## config.mk

```make
export PLATFORM = sky130hd
export DESIGN_NAME = alu_cmd_sequencer_flat
export DESIGN_NICKNAME = d
export VERILOG_FILES = /design/src/rtl/alu_cmd_sequencer_if.sv /design/src/rtl/alu_cmd_sequencer.sv /design/src/flat_wrapper.sv
export SDC_FILE = /design/constraint.sdc
export NUM_CORES = 1
export LEC_CHECK = 0
export ABC_AREA = 1
export CAP_MARGIN = 20
export CELL_PAD_IN_SITES_DETAIL_PLACEMENT = 2
export CELL_PAD_IN_SITES_GLOBAL_PLACEMENT = 2
export CORE_MARGIN = 3
export CORE_UTILIZATION = 32
export CTS_CLUSTER_SIZE = 30
export DETAILED_ROUTE_END_ITERATION = 6
export PLACE_DENSITY_LB_ADDON = 0.1
export SLEW_MARGIN = 20
export SYNTH_ARGS = -nofsm -noshare
export SYNTH_HDL_FRONTEND = slang
export SYNTH_SLANG_ARGS = --single-unit
```

## constraint.sdc

```tcl
create_clock -name clk -period 2.1 [get_ports clk]
set_input_delay 0.315 -clock clk [delete_from_list [all_inputs] [get_ports clk]]
set_output_delay 0.315 -clock clk [all_outputs]
set_load 0.05 [all_outputs]
```

## src/rtl/alu_cmd_sequencer_if.sv

```systemverilog
// Command, ALU and response buses for the ALU command sequencer.
// The slave side is the sequencer; the master side is the command source, ALU and response sink.
interface alu_cmd_sequencer_if #(
    parameter int TAG_W = 4
);
    logic             in_valid;
    logic             in_ready;
    logic [7:0]       in_opA;
    logic [7:0]       in_opB;
    logic [2:0]       in_opcode;
    logic [TAG_W-1:0] in_tag;

    logic [7:0]       alu_opA;
    logic [7:0]       alu_opB;
    logic [2:0]       alu_opcode;
    logic [7:0]       alu_result;

    logic             rsp_valid;
    logic             rsp_ready;
    logic [7:0]       rsp_result;
    logic [2:0]       rsp_opcode;
    logic [TAG_W-1:0] rsp_tag;

    modport slave (
        input  in_valid, in_opA, in_opB, in_opcode, in_tag, alu_result, rsp_ready,
        output in_ready, alu_opA, alu_opB, alu_opcode,
               rsp_valid, rsp_result, rsp_opcode, rsp_tag
    );

    modport master (
        output in_valid, in_opA, in_opB, in_opcode, in_tag, alu_result, rsp_ready,
        input  in_ready, alu_opA, alu_opB, alu_opcode,
               rsp_valid, rsp_result, rsp_opcode, rsp_tag
    );
endinterface

```

## src/rtl/alu_cmd_sequencer.sv

```systemverilog
// Buffers ALU commands in a FIFO and runs them one at a time through a registered ALU.
// Push to rsp_valid is 3 cycles; in_ready drops when full, rsp_* hold while rsp_ready is low.
module alu_cmd_sequencer #(
    parameter int DEPTH = 4,
    parameter int TAG_W = 4
) (
    input  logic                 clk,
    input  logic                 reset,
    alu_cmd_sequencer_if.slave   cmd_if,
    output logic                 busy
);
    localparam int PTR_W = $clog2(DEPTH);
    localparam int CNT_W = $clog2(DEPTH + 1);

    typedef struct packed {
        logic [7:0]       op_a;
        logic [7:0]       op_b;
        logic [2:0]       opcode;
        logic [TAG_W-1:0] tag;
    } cmd_t;

    typedef enum logic [1:0] {IDLE, WAIT, CAPT, RESP} state_t;

    cmd_t             mem_q [DEPTH];
    cmd_t             in_cmd;
    cmd_t             head;

    state_t           state_q, state_d;
    logic [PTR_W-1:0] wr_ptr_q, wr_ptr_d;
    logic [PTR_W-1:0] rd_ptr_q, rd_ptr_d;
    logic [CNT_W-1:0] count_q, count_d;

    logic [7:0]       alu_op_a_q, alu_op_a_d;
    logic [7:0]       alu_op_b_q, alu_op_b_d;
    logic [2:0]       alu_opcode_q, alu_opcode_d;
    logic [2:0]       lat_opcode_q, lat_opcode_d;
    logic [TAG_W-1:0] lat_tag_q, lat_tag_d;

    logic             rsp_valid_q, rsp_valid_d;
    logic [7:0]       rsp_result_q, rsp_result_d;
    logic [2:0]       rsp_opcode_q, rsp_opcode_d;
    logic [TAG_W-1:0] rsp_tag_q, rsp_tag_d;

    logic             push;
    logic             pop;
    logic             fifo_empty;

    // in_ready looks only at count, so a simultaneous pop never frees a slot early
    assign cmd_if.in_ready = reset && (count_q != CNT_W'(DEPTH));
    assign push            = cmd_if.in_valid && cmd_if.in_ready;
    assign fifo_empty      = (count_q == '0);
    assign in_cmd          = {cmd_if.in_opA, cmd_if.in_opB, cmd_if.in_opcode, cmd_if.in_tag};
    assign head            = mem_q[rd_ptr_q];

    always_ff @(posedge clk) begin
        if (push) begin
            mem_q[wr_ptr_q] <= in_cmd;
        end
    end

    always_comb begin
        state_d      = state_q;
        pop          = 1'b0;
        alu_op_a_d   = alu_op_a_q;
        alu_op_b_d   = alu_op_b_q;
        alu_opcode_d = alu_opcode_q;
        lat_opcode_d = lat_opcode_q;
        lat_tag_d    = lat_tag_q;
        rsp_valid_d  = rsp_valid_q;
        rsp_result_d = rsp_result_q;
        rsp_opcode_d = rsp_opcode_q;
        rsp_tag_d    = rsp_tag_q;

        case (state_q)
            IDLE: begin
                if (!fifo_empty) begin
                    pop     = 1'b1;
                    state_d = WAIT;
                end
            end
            WAIT: state_d = CAPT;
            CAPT: begin
                rsp_valid_d  = 1'b1;
                rsp_result_d = cmd_if.alu_result;
                rsp_opcode_d = lat_opcode_q;
                rsp_tag_d    = lat_tag_q;
                state_d      = RESP;
            end
            RESP: begin
                if (cmd_if.rsp_ready) begin
                    rsp_valid_d = 1'b0;
                    if (!fifo_empty) begin
                        pop     = 1'b1;
                        state_d = WAIT;
                    end else begin
                        state_d = IDLE;
                    end
                end
            end
            default: state_d = IDLE;
        endcase

        // A pop always launches the head command into the ALU on the same edge
        if (pop) begin
            alu_op_a_d   = head.op_a;
            alu_op_b_d   = head.op_b;
            alu_opcode_d = head.opcode;
            lat_opcode_d = head.opcode;
            lat_tag_d    = head.tag;
        end

        wr_ptr_d = push ? wr_ptr_q + PTR_W'(1) : wr_ptr_q;
        rd_ptr_d = pop  ? rd_ptr_q + PTR_W'(1) : rd_ptr_q;
        count_d  = count_q;
        case ({push, pop})
            2'b10:   count_d = count_q + CNT_W'(1);
            2'b01:   count_d = count_q - CNT_W'(1);
            default: count_d = count_q;
        endcase
    end

    always_ff @(posedge clk or negedge reset) begin
        if (!reset) begin
            state_q      <= IDLE;
            wr_ptr_q     <= '0;
            rd_ptr_q     <= '0;
            count_q      <= '0;
            alu_op_a_q   <= '0;
            alu_op_b_q   <= '0;
            alu_opcode_q <= '0;
            lat_opcode_q <= '0;
            lat_tag_q    <= '0;
            rsp_valid_q  <= 1'b0;
            rsp_result_q <= '0;
            rsp_opcode_q <= '0;
            rsp_tag_q    <= '0;
        end else begin
            state_q      <= state_d;
            wr_ptr_q     <= wr_ptr_d;
            rd_ptr_q     <= rd_ptr_d;
            count_q      <= count_d;
            alu_op_a_q   <= alu_op_a_d;
            alu_op_b_q   <= alu_op_b_d;
            alu_opcode_q <= alu_opcode_d;
            lat_opcode_q <= lat_opcode_d;
            lat_tag_q    <= lat_tag_d;
            rsp_valid_q  <= rsp_valid_d;
            rsp_result_q <= rsp_result_d;
            rsp_opcode_q <= rsp_opcode_d;
            rsp_tag_q    <= rsp_tag_d;
        end
    end

    assign cmd_if.alu_opA    = alu_op_a_q;
    assign cmd_if.alu_opB    = alu_op_b_q;
    assign cmd_if.alu_opcode = alu_opcode_q;
    assign cmd_if.rsp_valid  = rsp_valid_q;
    assign cmd_if.rsp_result = rsp_result_q;
    assign cmd_if.rsp_opcode = rsp_opcode_q;
    assign cmd_if.rsp_tag    = rsp_tag_q;
    assign busy              = (state_q != IDLE) || !fifo_empty;
endmodule
```

## src/flat_wrapper.sv

```systemverilog
// flat-port wrapper written by rule: the top's interface ports become plain ports
module alu_cmd_sequencer_flat 
#(
    parameter int DEPTH = 4,
    parameter int TAG_W = 4
)
  (clk, reset, busy, cmd_if_in_valid, cmd_if_in_opA, cmd_if_in_opB, cmd_if_in_opcode, cmd_if_in_tag, cmd_if_alu_result, cmd_if_rsp_ready, cmd_if_in_ready, cmd_if_alu_opA, cmd_if_alu_opB, cmd_if_alu_opcode, cmd_if_rsp_valid, cmd_if_rsp_result, cmd_if_rsp_opcode, cmd_if_rsp_tag);
  alu_cmd_sequencer_if #(.TAG_W(TAG_W)) cmd_if_i ();
  input  logic clk;
  input  logic reset;
  output logic busy;
  input wire logic [$bits(cmd_if_i.in_valid)-1:0] cmd_if_in_valid;
  input wire logic [$bits(cmd_if_i.in_opA)-1:0] cmd_if_in_opA;
  input wire logic [$bits(cmd_if_i.in_opB)-1:0] cmd_if_in_opB;
  input wire logic [$bits(cmd_if_i.in_opcode)-1:0] cmd_if_in_opcode;
  input wire logic [$bits(cmd_if_i.in_tag)-1:0] cmd_if_in_tag;
  input wire logic [$bits(cmd_if_i.alu_result)-1:0] cmd_if_alu_result;
  input wire logic [$bits(cmd_if_i.rsp_ready)-1:0] cmd_if_rsp_ready;
  output wire logic [$bits(cmd_if_i.in_ready)-1:0] cmd_if_in_ready;
  output wire logic [$bits(cmd_if_i.alu_opA)-1:0] cmd_if_alu_opA;
  output wire logic [$bits(cmd_if_i.alu_opB)-1:0] cmd_if_alu_opB;
  output wire logic [$bits(cmd_if_i.alu_opcode)-1:0] cmd_if_alu_opcode;
  output wire logic [$bits(cmd_if_i.rsp_valid)-1:0] cmd_if_rsp_valid;
  output wire logic [$bits(cmd_if_i.rsp_result)-1:0] cmd_if_rsp_result;
  output wire logic [$bits(cmd_if_i.rsp_opcode)-1:0] cmd_if_rsp_opcode;
  output wire logic [$bits(cmd_if_i.rsp_tag)-1:0] cmd_if_rsp_tag;
  assign cmd_if_i.in_valid = cmd_if_in_valid;
  assign cmd_if_i.in_opA = cmd_if_in_opA;
  assign cmd_if_i.in_opB = cmd_if_in_opB;
  assign cmd_if_i.in_opcode = cmd_if_in_opcode;
  assign cmd_if_i.in_tag = cmd_if_in_tag;
  assign cmd_if_i.alu_result = cmd_if_alu_result;
  assign cmd_if_i.rsp_ready = cmd_if_rsp_ready;
  assign cmd_if_in_ready = cmd_if_i.in_ready;
  assign cmd_if_alu_opA = cmd_if_i.alu_opA;
  assign cmd_if_alu_opB = cmd_if_i.alu_opB;
  assign cmd_if_alu_opcode = cmd_if_i.alu_opcode;
  assign cmd_if_rsp_valid = cmd_if_i.rsp_valid;
  assign cmd_if_rsp_result = cmd_if_i.rsp_result;
  assign cmd_if_rsp_opcode = cmd_if_i.rsp_opcode;
  assign cmd_if_rsp_tag = cmd_if_i.rsp_tag;
  alu_cmd_sequencer #(.DEPTH(DEPTH), .TAG_W(TAG_W)) u_core (.clk(clk), .reset(reset), .cmd_if(cmd_if_i), .busy(busy));
endmodule
```

* Word level (Yosys, flattened, before mapping)
Memory sizes are Yosys's and may differ from the RTL's. A register that Yosys moved wholly into a read port is not among the register bits. Index checks and enable logic that the tools add are counted.
Word-level totals: logic and storage cells 45, memory bits (writable) 92, bits of input ports 35, memories 1, register bits after elaboration 25, output and inout bits 37
Memories:
- u_core.mem_q | depth 4, width 23, read ports 1, clocked after memory_dff 1, wr ports 1, RTL line alu_cmd_sequencer.sv:24 | cmd_t mem_q [DEPTH];
Operators by class: reductions and logical operators 12, muxes and demuxes 12, add/subtract/negate cells 4, eq/ne operators 8
Operator list (count):
- one-hot mux 2 bit (4 select lines) | 1
- equality test 2 bit (second input constant) | 3
- two-way mux 1 bit | 6
- one-hot mux 3 bit (2 select lines) | 1
- nonzero test 2 bit | 3
- adder 2 x 1 -> 2 bit (second input constant) | 2
- equality test 2 x 1 -> 1 bit (second input constant) | 2
- two-way mux 2 bit | 2
- != test 2 bit (second input constant) | 2
- one-hot mux 1 bit (2 select lines) | 2
- AND reduction 2 bit | 2
- adder 3 x 1 -> 3 bit (second input constant) | 1
- zero test 3 bit | 1
- != test 3 bit (second input constant) | 1
- subtractor 3 x 1 -> 3 bit (second input constant) | 1
- logical AND 1 bit | 2
- zero test 1 bit | 2
- zero test 2 bit | 1
- logical OR 1 bit | 1

* Depth between registers and ports, before layout
depth in word-level cells 6, depth in mapped cells 13, depth with buffers taken out 12

* Worst setup path after synthesis
Ideal clock, no wire load.
path kind register -> register, start reg u_core.state_q[0], end reg u_core.count_q[2], buffers on the path 1, setup time 0.079 ns, clock period less this slack 2.199 ns, cell stages (with the launch flop) 13, data required time 2.021 ns, arrival 2.120 ns, path slack -0.099 ns, path through dfrtp_1 > inv_1 > ha_1 > clkinv_2 > nand3_4 > inv_2 > buf_6 > ha_1 > inv_1 > fa_1 > or2_0 > nand2_1 > xor2_1
On the way: longest elaborated chain between the ends 4, elaborated cells on any way between the ends 7, those cells by class eq/ne: 3; mux: 2; reduce/logical: 2
Ends and longest elaborated chain:
- start, declared | RTL line alu_cmd_sequencer.sv:28 | state_t state_q, state_d;
- start signal, assigned | RTL line alu_cmd_sequencer.sv:138 | state_q <= state_d;
- equality test 2 bit / zero test 2 bit (equally long branches) | RTL line alu_cmd_sequencer.sv:74 | case (state_q)
- one-hot mux 1 bit (2 select lines) (*) | RTL line alu_cmd_sequencer.sv:74
- named net u_core.pop | RTL line alu_cmd_sequencer.sv:45 | logic pop;
- equality test 2 x 1 -> 1 bit / equality test 2 bit (equally long branches) | RTL line alu_cmd_sequencer.sv:115 | case ({push, pop})
- one-hot mux 3 bit (2 select lines) / nonzero test 2 bit (equally long branches)
- end signal, assigned | RTL line alu_cmd_sequencer.sv:141 | count_q <= count_d;
- end, declared | RTL line alu_cmd_sequencer.sv:31 | logic [CNT_W-1:0] count_q, count_d;
Mark *: on every way through the listed nets, which the timed path passes. The rest lies on a longest branch. A chain may end at the register's enable or synchronous reset.

* Worst setup path in the final report
start reg u_core.state_q[1], end reg u_core.count_q[2]
On the way: longest elaborated chain between the ends 4, elaborated cells on any way between the ends 7, those cells by class eq/ne: 3; mux: 2; reduce/logical: 2
Ends and longest elaborated chain (RTL line):
- equality test 2 bit / zero test 2 bit (equally long branches) | alu_cmd_sequencer.sv:74
- one-hot mux 1 bit (2 select lines) (*) | alu_cmd_sequencer.sv:74
- equality test 2 x 1 -> 1 bit / equality test 2 bit (equally long branches) | alu_cmd_sequencer.sv:115
- one-hot mux 3 bit (2 select lines) / nonzero test 2 bit (equally long branches)
Mark *: on every way between the ends. The rest lies on a longest branch, timed or not.

==> results.sh <==
export IMPL_post_dp_hpwl_um=9916
export IMPL_synthCells=547
export IMPL_drtPass1Iterations=4
export IMPL_drc=0
export IMPL_slew_viol_final=0
export IMPL_synthesis_area_mm2=0.005838
export IMPL_clk_pin_slew_ps=60
export IMPL_cts_root_buf="clkbuf_16"
export IMPL_r2r_start="u_core.state_q[1]"
export IMPL_grt_pass1_vias=4636
export IMPL_setup_viol=0
export IMPL_grt_antenna_before_repair=0
export IMPL_grt_max_degree=49
export IMPL_globalRouteTotalUtil=0.1618
export IMPL_stdcell_area_mm2=0.007575
export IMPL_grt_pass1_wl_um=24540
export IMPL_port_buffers=71
export IMPL_nFillCells=1827
export IMPL_crit_arrival_ps=2300
export IMPL_postPlaceCellArea_mm2=0.006952
export IMPL_coreArea_mm2=0.01760
export IMPL_ys_warn_count=0
export IMPL_finalWirelength_um=15140
export IMPL_crit_start="u_core.state_q[1]"
export IMPL_multi_input_area_mm2=0.001553
export IMPL_cp_slowest_cell="dfrtp_2"
export IMPL_ys_ff_latch=140
export IMPL_hp_class="in2async"
export IMPL_tritoncts="done"
export IMPL_tns_ps=0
export IMPL_powerDensity_mw_per_mm2=1587
export IMPL_crit_type="reg2reg"
export IMPL_holdWs_ps=171.5
export IMPL_drt_vias_per_instance=4.620
export IMPL_netlist_top_cells_area="edfxtp_1 47%, dfrtp_1 21%, nand2_1 16%"
export IMPL_ff2ff_path_depth=12
export IMPL_syn_area_per_cell_um2=10.67
export IMPL_timing_final_ws_setup_ps=134.7
export IMPL_area_growth_pct=29.75
export IMPL_outcome="finished, final reports clean"
export IMPL_clk_insertion_delay_late_ps=420
export IMPL_fin_nets=687
export IMPL_use_met1=0.1850
export IMPL_hold_violations=0
export IMPL_max_stage_delay_ps=440
export IMPL_crit_chain="inv_2, ha_4, inv_1, nand2_2, nand3_4, inv_4, ha_4, inv_2, fa_2, or2_0, nand2_1, xor2_1"
export IMPL_leakagePower_nw=3.352
export IMPL_clock_sinks=140
export IMPL_rrSetupSlack_ps=130
export IMPL_num_vias=4066
export IMPL_overflow=0
export IMPL_grtUsageMet3=0.03290
export IMPL_seq_area_frac_synth=0.6790
export IMPL_use_met2=0.2972
export IMPL_slew_headroom=0.6143
export IMPL_htree_num_levels=4
export IMPL_peakVddDrop_mv=0.6914
export IMPL_worst_pin_slew_ps=578.6
export IMPL_worstPathRequired_ps=2440
export IMPL_maxCapViolations=0
export IMPL_finalPower_mw=12.02
export IMPL_gp_congestion=0.7108
export IMPL_synth_nets=592
export IMPL_fin_crit_ps=1965
export IMPL_end_kind="flip-flop"
export IMPL_die_area_mm2=0.01990
export IMPL_clock_skew_ps=13.65
export IMPL_crit_buf_inv=4
export IMPL_die_x_um=141.1
export IMPL_die_h_um=141.1
export IMPL_crit_family="adder cells"
export IMPL_yosys_area_top_type_share=0.4732
export IMPL_drive_gt1_frac=0.1282
export IMPL_antenna_left=0
export IMPL_place_ws_ps=-94.75
export IMPL_drt_iter0_markers=115
export IMPL_ios=72
export IMPL_yosys_area_top_type="edfxtp_1"
export IMPL_start_util=0.3318
export IMPL_fmax_ghz=0.5088
export IMPL_clockBufferDepth=2
export IMPL_fp_row_count=48
export IMPL_numCtsBuffers=17
export IMPL_crit_cells=12
export IMPL_antenna_cells=0
export IMPL_r2r_end="u_core.count_q[2]"
export IMPL_crit_path_max_fanout=4
export IMPL_busiest_layer="met2"
export IMPL_wl_per_cell_um=17.21
export IMPL_startpoint_type="flip-flop"
export IMPL_ys_types=29
export IMPL_fin_crit_sh=0.9358
export IMPL_regArea_mm2=0.003968
-- cell type report --
| cell class | instances | area share |
|---|---|---|
| Tap cell | 225 | 0.03717 |
| Sequential cell | 140 | 0.5238 |
| Clock inverter | 7 | 0.008259 |
| Clock buffer | 25 | 0.06673 |
| Timing Repair Buffer | 97 | 0.1269 |
| Inverter | 64 | 0.03221 |
| Multi-Input combinational cell | 322 | 0.2050 |
-- how the worst max path moves through the flow --
| stage | slack (ps) | end |
|---|---|---|
| after global routing | -9 | u_core.count_q[2] |
| after global placement | -40 | u_core.count_q[2] |
| after CTS | 30 | u_core.count_q[2] |
| after detailed placement | -90 | u_core.count_q[2] |
| after floorplan | 20 | u_core.mem_q[0][0] |
| final | 130 | u_core.count_q[2] |
-- cells by family after synthesis --
| kind of cell | count (synthesis) | synth area share |
|---|---|---|
| flip-flops | 140 | 0.6790 |
| AO/OA/AOI/OAI | 8 | 0.007715 |
| XOR/XNOR | 3 | 0.004501 |
| adder cells (fa/ha/maj) | 10 | 0.02272 |
| multiplexers | 15 | 0.02893 |
| AND/OR/NAND/NOR | 286 | 0.1940 |
| buffers and inverters | 85 | 0.06322 |
-- cells in the final DEF, fill, tap and decap left out, types with 2 or more instances in the layout --
cell	instances
a21oi_1	3
buf_12	5
buf_4	22
clkbuf_1	3
clkbuf_16	17
clkbuf_8	5
clkdlybuf4s50_1	68
clkinv_1	2
clkinv_2	3
dfrtp_1	45
dfrtp_2	3
edfxtp_1	92
ha_1	6
ha_4	2
inv_1	56
inv_2	6
inv_4	2
mux2_1	9
mux2_2	6
nand2_1	247
nand2_2	2
nand3_1	28
nor2_2	4
o21ai_1	2
xnor2_1	2
-- registers in the layout, indices dropped and copies added, names as in the netlist --
signal,flops
u_core.cmd_if.rsp_tag,4
u_core.rd_ptr_q,2
u_core.cmd_if.rsp_result,8
u_core.count_q,3
u_core.lat_opcode_q,3
u_core.lat_tag_q,4
u_core.cmd_if.rsp_valid,1
u_core.mem_q,92
u_core.state_q,2
u_core.cmd_if.rsp_opcode,3
u_core.cmd_if.alu_opB,8
u_core.cmd_if.alu_opA,8
u_core.wr_ptr_q,2
-- worst reg2reg max path, delay by kind of cell (launching register included) --
family | cells | cell delay (ps)
flops | 1 | 440
xor+xnor | 1 | 160
fa+ha+maj | 3 | 610
buf+inv | 4 | 240
simple gates | 4 | 440
-- power by group --
| part | total (mW) | internal (mW) | switching [mW] | leakage [nW] |
|---|---|---|---|---|
| combinational | 5.21 | 1.75 | 3.46 | 1.65 |
| sequential | 3.96 | 3.63 | 0.335 | 1.42 |
| clock | 2.85 | 1.78 | 1.07 | 0.283 |
| total | 12.0 | 7.16 | 4.86 | 3.35 |
-- Yosys cell counts --
cell type,count
o211ai_1,1
mux2_2,6
buf_4,5
nand2_2,1
a21boi_1,1
nand3_1,28
mux2_1,9
nor2_2,1
nor2_1,5
or2_1,1
clkinv_2,1
o21ai_1,2
ha_1,9
o21ai_0,1
fa_1,1
buf_2,12
dfrtp_1,48
inv_2,4
buf_1,1
edfxtp_1,92
xor2_1,1
inv_1,59
clkbuf_1,1
xnor2_1,2
nand2_1,248
nand3_4,1
buf_6,2
a21oi_1,3
or2_0,1
-- metrics by stage --
step,utilization,cells
final,0.4305,880
after floorplan,-,547
after global routing,0.4305,880
after global placement,0.3951,844
after detailed placement,0.3951,844
after CTS,0.4279,877
-- routing by layer --
layer / part of all wire / vias to the layer above
li1: - / 1921
met1: 0.42 / 2055
met2: 0.54 / 69
met3: 0.025 / 21
met4: 0.018 / 0
met5: 0 / -
-- timing repair --
item,in CTS,in global routing
endpoints found under the hold margin,9,0
hold buffers,1,0
setup buffers,0,3
setup endpoints to repair,0,1
gates resized for setup,0,7
Note: power is estimated with default switching activity, not from simulation.
